`src/rtl/onehot_mux_reg_if.sv`:
```
// Bus bundle for onehot_mux_reg: channel data and select in, registered selection
// and status out.
interface onehot_mux_reg_if #(
  parameter int N  = 4,
  parameter int W  = 8,
  parameter int CW = 8
);
  localparam int IW = $clog2(N);

  logic [N*W-1:0] data_in;
  logic [N-1:0]   sel;
  logic           clr_err;
  logic [W-1:0]   out;
  logic           out_valid;
  logic           changed;
  logic [IW-1:0]  src_idx;
  logic           conflict;
  logic [CW-1:0]  hold_cnt;

  modport master (
    output data_in, sel, clr_err,
    input  out, out_valid, changed, src_idx, conflict, hold_cnt
  );

  modport slave (
    input  data_in, sel, clr_err,
    output out, out_valid, changed, src_idx, conflict, hold_cnt
  );
endinterface

```
`src/rtl/onehot_mux_reg.sv`:
```
// Registered N-way select mux with sticky multi-select detection and a saturating
// cycles-since-capture counter.
module onehot_mux_reg #(
  parameter int N      = 4,
  parameter int W      = 8,
  parameter int STRICT = 0,
  parameter int CW     = 8
) (
  input logic              clk,
  input logic              rst,
  onehot_mux_reg_if.slave  bus
);
  localparam int IW = $clog2(N);

  // Lowest set bit wins; returns 0 for an empty vector (caller gates on hit).
  function automatic logic [IW-1:0] lowest_idx(input logic [N-1:0] s);
    logic [IW-1:0] idx;
    idx = '0;
    for (int i = N - 1; i >= 0; i--) begin
      if (s[i]) idx = IW'(i);
    end
    return idx;
  endfunction

  function automatic logic multi_hot(input logic [N-1:0] s);
    return (s & (s - 1'b1)) != '0;
  endfunction

  function automatic logic [CW-1:0] sat_inc(input logic [CW-1:0] c);
    return (&c) ? c : c + 1'b1;
  endfunction

  logic          hit_p0;
  logic          multi_p0;
  logic          accept_p0;
  logic [IW-1:0] idx_p0;
  logic [W-1:0]  data_p0;

  always_comb begin
    hit_p0    = bus.sel != '0;
    multi_p0  = multi_hot(bus.sel);
    accept_p0 = hit_p0 && !((STRICT != 0) && multi_p0);
    idx_p0    = lowest_idx(bus.sel);
    data_p0   = bus.data_in[int'(idx_p0) * W +: W];
  end

  // ---- p0 -> p1: register selection and status ----
  always_ff @(posedge clk) begin
    if (rst) begin
      bus.out       <= '0;
      bus.src_idx   <= '0;
      bus.out_valid <= 1'b0;
      bus.changed   <= 1'b0;
      bus.conflict  <= 1'b0;
      bus.hold_cnt  <= '0;
    end else begin
      if (accept_p0) begin
        bus.out       <= data_p0;
        bus.src_idx   <= idx_p0;
        bus.out_valid <= 1'b1;
        bus.changed   <= 1'b1;
        bus.hold_cnt  <= '0;
      end else begin
        bus.changed   <= 1'b0;
        bus.hold_cnt  <= sat_inc(bus.hold_cnt);
      end
      // A new rejected multi-select outranks a simultaneous clear.
      if ((STRICT != 0) && multi_p0)
        bus.conflict <= 1'b1;
      else if (bus.clr_err)
        bus.conflict <= 1'b0;
    end
  end
endmodule

```
`src/flat_wrapper.sv`:
```
// flat-port wrapper written by rule: the top's interface ports become plain ports
module onehot_mux_reg_flat 
#(
  parameter int N      = 4,
  parameter int W      = 8,
  parameter int STRICT = 0,
  parameter int CW     = 8
)
  (clk, rst, bus_data_in, bus_sel, bus_clr_err, bus_out, bus_out_valid, bus_changed, bus_src_idx, bus_conflict, bus_hold_cnt);
  onehot_mux_reg_if #(.N(N), .W(W), .CW(CW)) bus_i ();
  input logic clk;
  input logic rst;
  input wire logic [$bits(bus_i.data_in)-1:0] bus_data_in;
  input wire logic [$bits(bus_i.sel)-1:0] bus_sel;
  input wire logic [$bits(bus_i.clr_err)-1:0] bus_clr_err;
  output wire logic [$bits(bus_i.out)-1:0] bus_out;
  output wire logic [$bits(bus_i.out_valid)-1:0] bus_out_valid;
  output wire logic [$bits(bus_i.changed)-1:0] bus_changed;
  output wire logic [$bits(bus_i.src_idx)-1:0] bus_src_idx;
  output wire logic [$bits(bus_i.conflict)-1:0] bus_conflict;
  output wire logic [$bits(bus_i.hold_cnt)-1:0] bus_hold_cnt;
  assign bus_i.data_in = bus_data_in;
  assign bus_i.sel = bus_sel;
  assign bus_i.clr_err = bus_clr_err;
  assign bus_out = bus_i.out;
  assign bus_out_valid = bus_i.out_valid;
  assign bus_changed = bus_i.changed;
  assign bus_src_idx = bus_i.src_idx;
  assign bus_conflict = bus_i.conflict;
  assign bus_hold_cnt = bus_i.hold_cnt;
  onehot_mux_reg #(.N(N), .W(W), .STRICT(STRICT), .CW(CW)) u_core (.clk(clk), .rst(rst), .bus(bus_i));
endmodule
```
`config.mk`:
```
export PLATFORM = sky130hd
export DESIGN_NAME = onehot_mux_reg_flat
export DESIGN_NICKNAME = d
export VERILOG_FILES = /design/src/rtl/onehot_mux_reg_if.sv /design/src/rtl/onehot_mux_reg.sv /design/src/flat_wrapper.sv
export SDC_FILE = /design/constraint.sdc
export NUM_CORES = 1
export LEC_CHECK = 0
export ABC_AREA = 1
export ABC_CLOCK_PERIOD_IN_PS = 1400
export CAP_MARGIN = 30
export CORE_MARGIN = 4
export CORE_UTILIZATION = 37
export CTS_BUF_LIST = sky130_fd_sc_hd__clkbuf_2
export DETAILED_ROUTE_END_ITERATION = 10
export PLACE_DENSITY = 0.83
export SETUP_SLACK_MARGIN = 0.05
export SYNTH_ARGS = -nofsm -noshare
export SYNTH_HDL_FRONTEND = slang
export SYNTH_SLANG_ARGS = --single-unit
export TNS_END_PERCENT = 100
```
`constraint.sdc`:
```
create_clock -name clk -period 1.4 [get_ports clk]
set_clock_uncertainty 0.15 [all_clocks]
set_input_delay 0.28 -clock clk [delete_from_list [all_inputs] [get_ports clk]]
set_output_delay 0.28 -clock clk [all_outputs]
set_load 0.005 [all_outputs]
```
==> flow_results.xml <==
<?xml version="1.0" encoding="UTF-8"?>
<metrics>
  <group name="critical_path">
    <metric name="crit_buf_inv" unit="">1</metric>
    <metric name="arrival_time_at_the_worst_endpoint" unit="ps">1490</metric>
    <metric name="worstSetupPathDepth" unit="">7</metric>
    <metric name="setup.worst_path.end_class" unit="">register</metric>
    <metric name="timing.critical_path.required" unit="ps">1490</metric>
    <metric name="cp_cell_sequence" unit="">buf_6 &gt; ha_4 &gt; nand2_4 &gt; nor2_4 &gt; nand4_4 &gt; o21ai_2 &gt; nor2_1</metric>
    <metric name="worstPathMaxFanout" unit="">8</metric>
    <metric name="startpoint_type" unit="">register</metric>
    <metric name="crit_path_max_incr_delay" unit="ps">380</metric>
    <metric name="number_of_cells_on_the_worst_reg_to_reg_path" unit="">7</metric>
    <metric name="cpMaxStageDelayCell" unit="">sky130_fd_sc_hd__dfxtp_4</metric>
    <metric name="path_delay_family" unit="">flip-flops</metric>
    <metric name="critPathKind" unit="">register to register</metric>
  </group>
  <group name="final_layout">
    <metric name="n_antenna_cell" unit="">0</metric>
    <metric name="layout.filler_cells" unit="">282</metric>
    <metric name="nets" unit="">281</metric>
    <metric name="layout.cells.most_common_list" unit="">sky130_fd_sc_hd__nand3_1 (42), sky130_fd_sc_hd__clkdlybuf4s50_1 (33), sky130_fd_sc_hd__nand2_1 (30), sky130_fd_sc_hd__clkbuf_2 (22), sky130_fd_sc_hd__dfxtp_2 (18)</metric>
    <metric name="most_frequent_standard_cell_in_the_layout_excluding_fill_and_tap_cells" unit="">sky130_fd_sc_hd__nand3_1</metric>
    <metric name="finalInstanceArea" unit="µm²">2010</metric>
    <metric name="synthToLayoutAreaGrowth" unit="%">71.1</metric>
    <metric name="post_route_cells_drive_above_1_share" unit="%">41.7</metric>
  </group>
  <group name="synthesis">
    <metric name="yosysTopAreaCell" unit="">sky130_fd_sc_hd__dfxtp_1</metric>
    <metric name="number_of_synthesized_register_bits" unit="">20</metric>
    <metric name="synth_cells" unit="">160</metric>
    <metric name="yosys_most_used_dff" unit="">sky130_fd_sc_hd__dfxtp_1</metric>
    <metric name="synth_sequential_area_ratio" unit="%">34.1</metric>
    <metric name="synth-edff-count" unit="">0</metric>
    <metric name="synthesis.area" unit="µm²">1170</metric>
    <metric name="synthDominantCellAreaShare" unit="%">34.1</metric>
    <metric name="asyncSetResetFlopFracSynth" unit="%">0</metric>
    <metric name="synth.yosys.warnings" unit="">0</metric>
    <metric name="yosysUniqueCellTypes" unit="">28</metric>
    <metric name="postSynthAreaPerCell" unit="µm²">7.34</metric>
    <metric name="mappedNetlistNets" unit="">200</metric>
    <metric name="yosys-top-cells-area" unit="">sky130_fd_sc_hd__dfxtp_1 (34%), sky130_fd_sc_hd__nand3_1 (18%), sky130_fd_sc_hd__nand2_1 (9.6%)</metric>
  </group>
  <group name="global_routing">
    <metric name="grt_max_degree" unit="">15</metric>
    <metric name="grt_overflow_total" unit="">0</metric>
    <metric name="grt.total_usage" unit="%">17.6</metric>
    <metric name="grt_pass1_vias" unit="">1343</metric>
    <metric name="grt_antenna_before_repair" unit="">0</metric>
    <metric name="grt_first_pass_wirelength" unit="µm">5820</metric>
  </group>
  <group name="routing">
    <metric name="postRouteAntennaNets" unit="">0</metric>
    <metric name="drt_iter0_drc" unit="">53</metric>
    <metric name="drt_drc_violations_left" unit="">0</metric>
    <metric name="drtPass1Iterations" unit="">4</metric>
    <metric name="detail_route.vias_per_cell" unit="">4.70</metric>
    <metric name="detailroute.via_count" unit="">1336</metric>
    <metric name="wirelength" unit="µm">3480</metric>
    <metric name="route.detailed.wl_per_inst" unit="µm">12.2</metric>
  </group>
  <group name="floorplanning">
    <metric name="chipWidth" unit="µm">64.4</metric>
    <metric name="initial_core_util" unit="%">38.5</metric>
    <metric name="design.core.area" unit="µm²">3050</metric>
    <metric name="ioPinCount" unit="">60</metric>
    <metric name="die_height" unit="µm">64.4</metric>
    <metric name="design.die.area" unit="µm²">4140</metric>
    <metric name="row_count" unit="">20</metric>
  </group>
  <group name="power_and_ir_drop">
    <metric name="seq_power_share" unit="%">51.0</metric>
    <metric name="p_leak" unit="nW">0.964</metric>
    <metric name="p_sw" unit="µW">342</metric>
    <metric name="internal-power" unit="µW">864</metric>
    <metric name="sw_frac_of_total" unit="%">28.4</metric>
    <metric name="power" unit="mW">1.21</metric>
    <metric name="power.ir.vdd_worst" unit="V">0.000271</metric>
    <metric name="powerDensity" unit="nW/µm²">600</metric>
    <metric name="power_frac_clock" unit="%">20.2</metric>
    <metric name="share_comb_of_total_power" unit="%">28.9</metric>
  </group>
  <group name="sta">
    <metric name="rsz_0062_raised_after_global_routing" unit="">yes</metric>
    <metric name="final_period_minus_worst_setup_slack" unit="ps">1400</metric>
    <metric name="final.setup.worst_slack" unit="ps">-1.45</metric>
    <metric name="timing.final.hold_violations" unit="">0</metric>
    <metric name="layout_worst_path_cycle_share" unit="%">100</metric>
    <metric name="f_max" unit="GHz">0.714</metric>
    <metric name="maxSlewViolCount" unit="">0</metric>
    <metric name="setup_viol" unit="">1</metric>
    <metric name="fin_tns_setup" unit="ps">-1.45</metric>
  </group>
  <group name="clock_network">
    <metric name="clk_transition_reported_paths" unit="ps">180</metric>
    <metric name="numCtsBuffers" unit="">3</metric>
    <metric name="cts.path.max_buffers" unit="">2</metric>
    <metric name="cts_tree" unit="">yes</metric>
    <metric name="holdBufCountCts" unit="">0</metric>
    <metric name="tritoncts_num_sinks" unit="">20</metric>
    <metric name="clk_latency" unit="ps">320</metric>
    <metric name="cts.htree.levels" unit="">1</metric>
    <metric name="clock-root-buffer" unit="">sky130_fd_sc_hd__clkbuf_2</metric>
  </group>
  <group name="status">
    <metric name="run_status" unit="">finished with violations</metric>
    <metric name="failed_checks" unit="">setup timing</metric>
  </group>
  <group name="placed_design">
    <metric name="gp_congestion" unit="">0.871</metric>
    <metric name="buffer_ports.inserted" unit="">57</metric>
    <metric name="placedInstanceArea" unit="µm²">1850</metric>
    <metric name="detailedPlacementHpwl" unit="µm">2530</metric>
  </group>
  <group name="min_path">
    <metric name="hold_depth" unit="">4</metric>
    <metric name="hold_class" unit="">input pin to register</metric>
  </group>
  <group name="flow_run">
    <metric name="drv_cap" unit="">0</metric>
  </group>
</metrics>
-- cell type report --
class / count / area, µm² / share of cell area, %
Inverter: 13 / 53.8 / 2.68
Timing Repair Buffer: 80 / 724 / 36.0
Tap cell: 44 / 55.1 / 2.74
Clock buffer: 3 / 15.0 / 0.747
Sequential cell: 20 / 430 / 21.4
Clock inverter: 1 / 3.75 / 0.187
Multi-Input combinational cell: 123 / 728 / 36.2
-- per-layer routing --
layer / global-route usage (%) / routed length, µm / vias to the layer above
met4: 7.12 / 71 / 0
met5: 0 / 0 / -
met3: 2.99 / 231 / 8
li1: - / - / 691
met1: 21.0 / 1480 / 586
met2: 30.8 / 1690 / 51
-- stage by stage --
step           setup WS (ps)  std cells  hold slack [ps]  utilization (%)
2_1_floorplan           77.9        160              202                -
3_3_place_gp            -292        264              298             60.5
3_5_place_dp            -327        264              297             60.5
4_1_cts                -47.6        281              270             67.7
5_1_grt                -75.5        284              297             65.9
6_report               -1.45        284              285             65.9
-- cell usage after synthesis (2+ instances only) --
master / number
sky130_fd_sc_hd__a31oi_1: 2
sky130_fd_sc_hd__xor2_1: 2
sky130_fd_sc_hd__inv_2: 3
sky130_fd_sc_hd__nor2_4: 2
sky130_fd_sc_hd__nand2_1: 30
sky130_fd_sc_hd__o21ai_0: 4
sky130_fd_sc_hd__nand3_1: 43
sky130_fd_sc_hd__nand2_2: 11
sky130_fd_sc_hd__nor2_2: 2
sky130_fd_sc_hd__nand2_4: 3
sky130_fd_sc_hd__dfxtp_1: 20
sky130_fd_sc_hd__nor2_1: 12
sky130_fd_sc_hd__inv_1: 9
sky130_fd_sc_hd__buf_4: 3
-- power groups by stage --
stage / Combinational (mW) / Clock, mW / Sequential [mW]
detailed placement: 0.333 / 0 / 0.627
floorplan: 0.137 / 0 / 0.626
CTS: 0.359 / 0.245 / 0.615
global route: 0.379 / 0.277 / 0.620
finish: 0.348 / 0.244 / 0.615
global placement: 0.329 / 0 / 0.627
-- state kept, by name, summed over array words and instances, names as in the netlist --
name and count:
u_core.bus.hold_cnt 8, u_core.bus.out_valid 1, u_core.bus.changed 1, u_core.bus.src_idx 2, u_core.bus.out 8
-- logic make-up (layout without fill, tap and decap cells) --
logic type                 after synthesis  in the layout  share of synthesized area, %
and+or+nand+nor                        109            110                          49.1
DFF                                     20             20                          34.1
buffers and inverters                   18             97                          8.95
AOI/OAI and AO/OA                        9              9                          5.00
xor gates and xnor gates                 2              2                          1.49
adders and majority gates                1              1                          1.06
other                                    1              1                         0.319
-- timing repair --
action	in CTS	in global routing
cloned	2	0
pin swaps	10	8
gates resized for setup	69	24
setup endpoints to repair	35	28
setup buffers	11	3
-- path summary, 6_finish.rpt --
path / endpoint / start / slack (ps)
setup / recovery: u_core.bus.hold_cnt[1] / u_core.bus.hold_cnt[0] / -1
hold / removal: u_core.bus.src_idx[1] / bus_sel[1] / 290
setup reg to reg: u_core.bus.hold_cnt[1] / u_core.bus.hold_cnt[0] / -1
hold reg to reg: u_core.bus.out[5] / u_core.bus.out[5] / 310
-- worst min-delay path, delay by kind of cell --
kind / cells / cell delay (ps)
and+or+nand+nor: 2 / 110
buffers and inverters: 1 / 270
AOI/OAI and AO/OA: 1 / 80
(Power assumes the default switching activity.)
